## src/rtl/sfr_pkg.sv

```systemverilog
// rtl/sfr_pkg.sv - shared state type, line levels and frame-length helper for serial_frame_rx
// No ports (package). Imported by serial_frame_rx and sfr_hold_reg.
package sfr_pkg;

  typedef enum logic [1:0] {
    IDLE   = 2'd0,
    DATA   = 2'd1,
    PARITY = 2'd2,
    STOP   = 2'd3
  } sfr_state_t;

  // Line rests low between frames; a high sample in IDLE is a start bit.
  localparam logic IDLE_LEVEL = 1'b0;
  // A good stop bit is low, so an idle line directly after a frame is legal.
  localparam logic STOP_LEVEL = 1'b0;

  // Total cycles one frame occupies on the line: start + data + [parity] + stop.
  function automatic int frame_len(input int data_w, input bit parity_en);
    return data_w + 2 + (parity_en ? 1 : 0);
  endfunction

endpackage

```

## src/rtl/sfr_hold_reg.sv

```systemverilog
// rtl/sfr_hold_reg.sv - one-entry valid/ready holding register
// Ports:
//   clk, rst           clock, asynchronous active-high reset
//   load, load_data    write a new entry (caller guarantees !full or ready)
//   ready              consumer accepts the entry when valid && ready
//   data, valid        held entry and its valid flag
//   full               entry occupied (same as valid, for producer-side flow control)
module sfr_hold_reg
  import sfr_pkg::*;
#(
  parameter int W = 8
) (
  input  logic         clk,
  input  logic         rst,
  input  logic         load,
  input  logic [W-1:0] load_data,
  input  logic         ready,
  output logic [W-1:0] data,
  output logic         valid,
  output logic         full
);

  // A load in the same cycle as a drain replaces the entry, so valid stays high.
  always_ff @(posedge clk or posedge rst) begin
    if (rst) begin
      valid <= 1'b0;
      data  <= '0;
    end else if (load) begin
      valid <= 1'b1;
      data  <= load_data;
    end else if (valid && ready) begin
      valid <= 1'b0;
    end
  end

  assign full = valid;

endmodule

```

## src/rtl/serial_frame_rx.sv

```systemverilog
// rtl/serial_frame_rx.sv - synchronous one-bit-per-clock serial frame receiver
// Optional feature macro: SFR_PARITY_EN (adds a PARITY state with even-parity check).
// Ports:
//   clk, rst           clock, asynchronous active-high reset
//   serial_in          serial line, idle low; frame = start(1), DATA_W data bits, [parity], stop(0)
//   m_data, m_valid    received word and valid flag, held until m_ready
//   m_ready            consumer ready
//   busy               frame in progress (state != IDLE)
//   frame_err          one-cycle pulse: stop bit was high
//   parity_err         one-cycle pulse: parity mismatch (constant 0 without SFR_PARITY_EN)
//   overrun            one-cycle pulse: good word dropped because holding register was full
module serial_frame_rx
  import sfr_pkg::*;
#(
  parameter int DATA_W    = 8,
  parameter bit MSB_FIRST = 1'b1
) (
  input  logic              clk,
  input  logic              rst,
  input  logic              serial_in,
  output logic [DATA_W-1:0] m_data,
  output logic              m_valid,
  input  logic              m_ready,
  output logic              busy,
  output logic              frame_err,
  output logic              parity_err,
  output logic              overrun
);

`ifdef SFR_PARITY_EN
  localparam bit PARITY_ON = 1'b1;
`else
  localparam bit PARITY_ON = 1'b0;
`endif
  localparam int FRAME_LEN = frame_len(DATA_W, PARITY_ON);
  localparam int CNT_W     = $clog2(FRAME_LEN);

  sfr_state_t        state;
  sfr_state_t        state_nxt;
  logic [CNT_W-1:0]  cnt;
  logic [DATA_W-1:0] shreg;
  logic              last_bit;
  logic              hold_full;
  logic              par_bad;
  logic              stop_ok;
  logic              word_good;
  logic              load;
  logic              frame_err_nxt;
  logic              overrun_nxt;

  function automatic logic [DATA_W-1:0] shift_in(input logic [DATA_W-1:0] cur, input logic b);
    if (MSB_FIRST) return {cur[DATA_W-2:0], b};
    else           return {b, cur[DATA_W-1:1]};
  endfunction

  assign last_bit = (cnt == CNT_W'(DATA_W - 1));

  // State register
  always_ff @(posedge clk or posedge rst) begin
    if (rst) state <= IDLE;
    else     state <= state_nxt;
  end

  // Next-state logic
  always_comb begin
    state_nxt = state;
    unique case (state)
      IDLE:   if (serial_in != IDLE_LEVEL) state_nxt = DATA;
`ifdef SFR_PARITY_EN
      DATA:   if (last_bit) state_nxt = PARITY;
      PARITY: state_nxt = STOP;
`else
      DATA:   if (last_bit) state_nxt = STOP;
      PARITY: state_nxt = IDLE;
`endif
      STOP:   state_nxt = IDLE;
      default: state_nxt = IDLE;
    endcase
  end

  // Output / decision logic; the stop-cycle decisions are registered below
  // so every status change appears the cycle after the stop bit.
  always_comb begin
    busy          = (state != IDLE);
    stop_ok       = (state == STOP) && (serial_in == STOP_LEVEL);
    frame_err_nxt = (state == STOP) && (serial_in != STOP_LEVEL);
    word_good     = stop_ok && !par_bad;
    load          = word_good && (!hold_full || m_ready);
    overrun_nxt   = word_good && hold_full && !m_ready;
  end

  // Shifter and bit counter
  always_ff @(posedge clk or posedge rst) begin
    if (rst) begin
      cnt   <= '0;
      shreg <= '0;
    end else if (state == IDLE) begin
      cnt <= '0;
    end else if (state == DATA) begin
      shreg <= shift_in(shreg, serial_in);
      cnt   <= cnt + 1'b1;
    end
  end

`ifdef SFR_PARITY_EN
  logic par_bit;

  always_ff @(posedge clk or posedge rst) begin
    if (rst)                  par_bit <= 1'b0;
    else if (state == PARITY) par_bit <= serial_in;
  end

  // Even parity over data plus parity bit: any odd total is a mismatch.
  assign par_bad = ^{shreg, par_bit};

  always_ff @(posedge clk or posedge rst) begin
    if (rst) parity_err <= 1'b0;
    else     parity_err <= stop_ok && par_bad;
  end
`else
  assign par_bad    = 1'b0;
  assign parity_err = 1'b0;
`endif

  always_ff @(posedge clk or posedge rst) begin
    if (rst) begin
      frame_err <= 1'b0;
      overrun   <= 1'b0;
    end else begin
      frame_err <= frame_err_nxt;
      overrun   <= overrun_nxt;
    end
  end

  sfr_hold_reg #(
    .W (DATA_W)
  ) u_hold (
    .clk       (clk),
    .rst       (rst),
    .load      (load),
    .load_data (shreg),
    .ready     (m_ready),
    .data      (m_data),
    .valid     (m_valid),
    .full      (hold_full)
  );

endmodule

```

## config.mk

```make
export PLATFORM = sky130hd
export DESIGN_NAME = serial_frame_rx
export DESIGN_NICKNAME = d
export VERILOG_FILES = /design/src/rtl/sfr_pkg.sv /design/src/rtl/sfr_hold_reg.sv /design/src/rtl/serial_frame_rx.sv
export SDC_FILE = /design/constraint.sdc
export NUM_CORES = 1
export LEC_CHECK = 0
export CELL_PAD_IN_SITES_DETAIL_PLACEMENT = 0
export CELL_PAD_IN_SITES_GLOBAL_PLACEMENT = 1
export CORE_MARGIN = 2
export CORE_UTILIZATION = 41
export CTS_CLUSTER_SIZE = 20
export DETAILED_ROUTE_END_ITERATION = 16
export PLACE_DENSITY = 0.75
export SYNTH_ARGS = -nofsm -noshare
export SYNTH_HDL_FRONTEND = slang
export SYNTH_SLANG_ARGS = --single-unit
```

## constraint.sdc

```tcl
create_clock -name clk -period 1.5 [get_ports clk]
set_clock_uncertainty 0.15 [all_clocks]
set_input_delay 0.15 -clock clk [delete_from_list [all_inputs] [get_ports clk]]
set_output_delay 0.15 -clock clk [all_outputs]
set_load 0.01 [all_outputs]
```

==> metrics.md <==
| Metric | Value |
|---|---|
| Outcome | `finished clean` |
| Synth Area in XOR/XNOR | `0%` |
| Post-synth ARST share | `100%` |
| Site Rows | `18` |
| Hold crit path type | `in2async` |
| Antenna viol nets, final | `0` |
| Bufs on Longest Clock Path | `2` |
| Clock Sinks | `25` |
| Post-synthesis net count | `just under 80` |
| Leak | `around 0.67 nW` |
| Hold Buf Count CTS | `0` |
| Post-synth cell types | `22` |
| Max rail drop VDD | `about 0.86 mV` |
| Cells after Synth | `72` |
| Crit path max-delay family | `flip-flops` |
| Met2 Usage GRT | `approximately a fifth` |
| Final Hold Fails | `0` |
| CP required | `~1200 ps` |
| Post-synth top cells | `dfrtp_1, mux2_2, mux2_4` |
| Max Cap Violations | `0` |
| Layer with the highest usage | `met2` |
| Crit-path max FO | `2` |
| Fin crit period | `around 1400 ps` |
| Worst-path clk slew | `130 ps` |
| CP startpoint | `state[0]` |
| Setup TNS | `0 ps` |
| Port Buffers | `15` |
| Reg2reg path depth | `5` |
| Iteration-0 DRC Markers | `1` |
| Worst reg2reg endpoint | `u_hold.data[5]` |
| Die Height | `between 50 and 60 um` |
| Max Slew Vio Count | `0` |
| GR Overflow Total | `0` |
| Layout Nets | `~110` |
| Share of cells above drive strength 1 | `about two fifths` |
| Clock tree from TritonCTS | `done` |
| Met1 GRT Util | `between 10% and 20%` |
| Final period utilization | `between 90% and 100%` |
| Yosys warnings | `0` |
| Ports | `17` |
| Placer Congestion | `0.725` |
| Final Power | `about 0.0026 W` |
| Count leader, synth | `dfrtp_1` |
| Chip width | `roughly 54 um` |
| Post-synth EDFFs | `0` |
| Register area share after synthesis | `roughly 60%` |
| Vias per cell | `between 4 and 5` |
| WP depth | `2` |
| Design area | `about 1300 um2` |
| Fin Hold WS | `5.12 ps` |
| Final HPWL DP | `around 1200 um` |
| Slowest-stage cell, CP | `dfrtp_1` |
| FF+latch count, synth | `25` |
| RSZ-0062 raised after global routing | `yes` |
| Largest family of logic cells by synthesized area | `multiplexers` |
| Area Growth Syn to Fin | `29.1%` |
| DR DRC count | `0` |
| Slowest cell delay on critical path | `400 ps` |
| Yosys top cell area share | `around 60%` |
| Final setup fails | `0` |
| CP Launch Type | `register` |
| Yosys top cell by area | `dfrtp_1` |
| GR Util met3 | `under 10%` |
| FILL cells | `210` |
| Diodes inserted | `0` |
| WS Path Type | `reg2out` |
| Power Density | `a little under 2000 nW/um2` |
| Adder-Cell Fraction of Synth Area | `under 10%` |
| Initial antenna violation count | `0` |
| Initial Utilization | `42.4%` |
| Register-to-Register Setup Slack | `~80 ps` |
| Vias | `611` |
| CTS H-tree depth | `1` |
| Multiplexer share of the synthesized area | `between 20% and 30%` |
| First-pass GRT wire length | `a little under 3000 um` |
| Syn Area/Cell | `14.3 um2` |
| Ys flop type | `dfrtp_1` |
| Worst-skew pair later-pin latency | `320 ps` |
| Overall routing resource usage | `between 10% and 20%` |
| CTS Buf Count | `3` |
| DRT Wirelength | `roughly 1700 um` |
| Data arrival, critical path | `1150 ps` |
| Max Fclk | `0.691 GHz` |
| CORE AREA | `~2400 um2` |
| Pin count of the biggest net entering global routing | `26` |
| Synth Area in Simple Gates | `~9.9%` |
| RR Startpoint | `state[1]` |
| Cell breakdown of the critical path | `or2_2 > buf_6` |
| Complex-gate fraction of the synthesized area | `about 2.7%` |
| Critical Path End | `busy` |
| Nature of the critical path endpoint | `output pin` |
| Synth top area cells | `dfrtp_1, mux2_4, mux2_2` |
| First-pass DRT Iterations | `2` |
| Post-Syn Area | `between 1000 and 1500 um2` |
| Post-DP Area | `1250 um2` |
| Full die area | `approximately 2900 um2` |
| DR WL/cell | `13.5 um` |
| Vias in the first global route | `636` |
| Root buffer cell | `clkbuf_4` |
| Buf+Inv Stages, Crit Path | `1` |
worst register-to-register path: stages, from the launching register on:
cell and delay (ps):
dfrtp_1 380, buf_4 140, nand3b_4 90, nor2b_4 140, buf_6 140, mux2_4 300
kinds of logic after synthesis:
kind of cell,Yosys count
compound gates,4
buf+inv,6
simple gates,18
flops,25
mux,17
fa+ha+maj,1
other cells,1
report_power, final:
group / internal, W / switching, W
Sequential: 0.000975 / 0.000201
Combinational: 0.000703 / 0.000444
Clock: 0.000100 / 0.000202
cell usage in the layout (no fill, tap or decap):
master / Yosys / final
and3_2: 1 / 1
clkbuf_4: 0 / 3
clkdlybuf4s50_1: 0 / 3
o21ai_0: 2 / 2
clkinv_2: 0 / 1
conb_1: 1 / 1
dlygate4sd2_1: 0 / 10
nor2b_4: 0 / 1
nand2b_4: 1 / 2
nand2_1: 5 / 5
nor2_1: 4 / 4
dlymetal6s2s_1: 0 / 1
mux2_4: 8 / 8
buf_4: 2 / 9
o311ai_2: 0 / 1
nand2b_1: 1 / 1
nand3_1: 2 / 2
ha_1: 1 / 1
nor3_1: 1 / 1
mux2_2: 9 / 9
or2_2: 1 / 1
dfrtp_1: 25 / 25
a22o_1: 1 / 1
nand3b_4: 0 / 1
inv_1: 2 / 2
buf_6: 1 / 3
cell type report:
type / count / area [um2] / share of cell area (%)
sequential: 25 / 626 / 46.9
inverter: 2 / 7.51 / 0.563
tap: 30 / 37.5 / 2.82
timing repair buffer: 26 / 231 / 17.4
clock buffer: 3 / 22.5 / 1.69
clock inverter: 1 / 5.00 / 0.376
multi-input combinational: 42 / 403 / 30.2
stage by stage:
| stage | utilization (%) | instances | setup WS (ps) |
|---|---|---|---|
| 4_1_cts | 52.7 | 128 | 1.75 |
| 3_3_place_gp | 51.3 | 121 | -200 |
| 6_report | 54.8 | 129 | 53.8 |
| 5_1_grt | 54.8 | 129 | -3.90 |
| 3_5_place_dp | 51.3 | 121 | -227 |
| 2_1_floorplan | - | 72 | 89.4 |
how the worst min path moves through the flow:
stage                     depth (start not counted)    from        end  slack (ps)
final                                             3     rst     cnt[3]           5
after global routing                              3     rst  frame_err          40
after CTS                                         3     rst     cnt[3]          20
after detailed placement                          1  cnt[3]   state[1]         330
after global placement                            1  cnt[3]   state[1]         330
after floorplan                                   1     rst     cnt[0]          30
timing repair:
action	CTS	global route
gates cloned	0	1
setup endpoints to repair	11	16
resized for setup	14	8
pin swaps	0	0
buffers inserted	3	0
registers in the layout (all words and copies together), names as in the netlist:
name and flops:
state 2, frame_err 1, shreg 8, cnt 4, overrun 1, u_hold.data 8
u_hold.full 1
layer usage:
layer  up-vias  routed length, um
li1        297                  -
met4         0                 28
met3         2                 74
met5         -                  0
met2        14                830
met1       298                806
(Power assumes the default switching activity.)
==> RTL edit, RTL diff (same settings) <==
The parameter `DATA_W` goes from 8 to 16.
--- a/src/rtl/serial_frame_rx.sv
+++ b/src/rtl/serial_frame_rx.sv
@@ -14,3 +14,3 @@
 #(
-  parameter int DATA_W    = 8,
+  parameter int DATA_W    = 16,
   parameter bit MSB_FIRST = 1'b1
Interface: changed (resized m_data); port bits go from 17 to 25. No check against the original RTL was run, so the function may have changed too.
==> RTL edit against the unedited design <==
  * The run now ends with negative setup slack left
  * Sequential cell count rose by 17
  * Worst setup slack got worse by 0.10 ns
  * Wire length rose by 57%
  * Combinational power rose by 33%
  * Synthesized area rose by 58%
  * Total power rose by 64%
  * Largest cell class unchanged
  * Register-to-register slack got worse by 0.13 ns
  * Global-route usage fell by 0.53 points
  * Sequential share of layout area fell by 0.69 points
  * Via count rose by 61%
  * Cell area rose by 71%
  * Final cell count rose by 57%
  * Worst hold slack improved by 0.059 ns
==> RTL edit: results <==
layout:
  buffers_excl_clock: 40
  nets: 159
  clock_area_share_pct: 4.68
  multi_input_comb_cells: 60
  n_clock_buffer: 7
  n_fill_cell: 299
  seq_cells: 42
  reg_top3: "shreg x16, u_hold.data x16, cnt x5"
  buf_share_pct: 18.9
  seq_share_pct: 46.3
  fin_area_um2: 2270
placed_design:
  dp_hpwl_mm: 1.77
  dp.cells: 188
  portBuffers: 23
  dpl_worst_slack_ns: -0.260
  gp_congestion: 0.744
  placed_area_um2: 1990
logic_synthesis:
  synth_compound_area_share_pct: 1.99
  avgSynthCellArea_um2: 14.6
  synth_mux_area_share_pct: 22.7
  ys_async_sr_fraction_pct: 100
  synth.distinct_cells: 21
  synthAdderAreaFrac_pct: 1.53
  yosys-top-cells-count: "42 x dfrtp_1, 22 x mux2_2, 10 x mux2_1, 5 x nand2_1"
  netlist_top_cells_area: "dfrtp_1 64%, mux2_2 15%, mux2_1 6.9%, ha_1 1.5%, nand2_1 1.1%"
worst_setup_path:
  arrival_ns: 1.57
  slowest_delay_ns: 0.36
  cp_max_fo: 7
global_route:
  grt.total_usage_pct: 13.8
  grt_pass1_wl_mm: 4.46
  use_met2_pct: 21.8
  grt_use_met1_pct: 17.1
  use_met3_pct: 5.50
  grt_max_degree: 43
  grt_pass1_vias: 977
routing:
  wl_met3_um: 135
  vias_per_cell: 4.88
  wl_met1_mm: 1.19
  wl_met2_mm: 1.36
  dr.pass1.iters: 4
floorplanning:
  dieWidth_um: 67.1
  die_h_um: 67.1
sta:
  worst_slack_ns: -0.0464
  setup_viol: 17
  finalSetupTns_ns: -0.443
cts:
  cts_buffers: 5
  h-tree-depth: 2
  clkLatencyLatePin_ns: 0.29
  clockRootBuffer: "clkbuf_8"
  path_clk_slew_ns: 0.07
pwr:
  ir_drop_v: 0.000961
  leakage_nw: 1.25
status:
  status: "finished with violations"
  violations: "negative setup slack"
==> RTL edit: cell types whose count changed after synthesis, sizes merged <==
cell,unedited run,this run
and3,1,2
buf,4,6
dfrtp,25,42
ha,1,2
inv,2,4
mux2,17,32
mux2i,0,1
nand2b,2,3
nor3,1,0
o21ai,2,3
==> RTL edit: path summary, 6_finish.rpt <==
check                                 endpoint     start  slack, ns
worst min-delay path                  shreg[8]       rst       0.06
worst max-delay path            u_hold.data[0]  state[1]      -0.05
worst min register to register          cnt[4]    cnt[4]       0.34
min in group clk                        cnt[4]    cnt[4]       0.34
max in group asynchronous               cnt[3]       rst       0.94
worst max register to register  u_hold.data[0]  state[1]      -0.05
==> RTL edit: timing repair <==
item	in CTS	in global routing
gates cloned	1	0
gates resized for setup	27	22
buffers inserted	3	2
endpoints found under the setup margin	18	48
endpoints found under the hold margin	0	0
==> RTL edit: where the power goes <==
group	leakage, nW	internal [mW]	switching (mW)
sequential	0.523	1.62	0.317
combinational	0.679	1.00	0.525
clock	0.0524	0.498	0.352
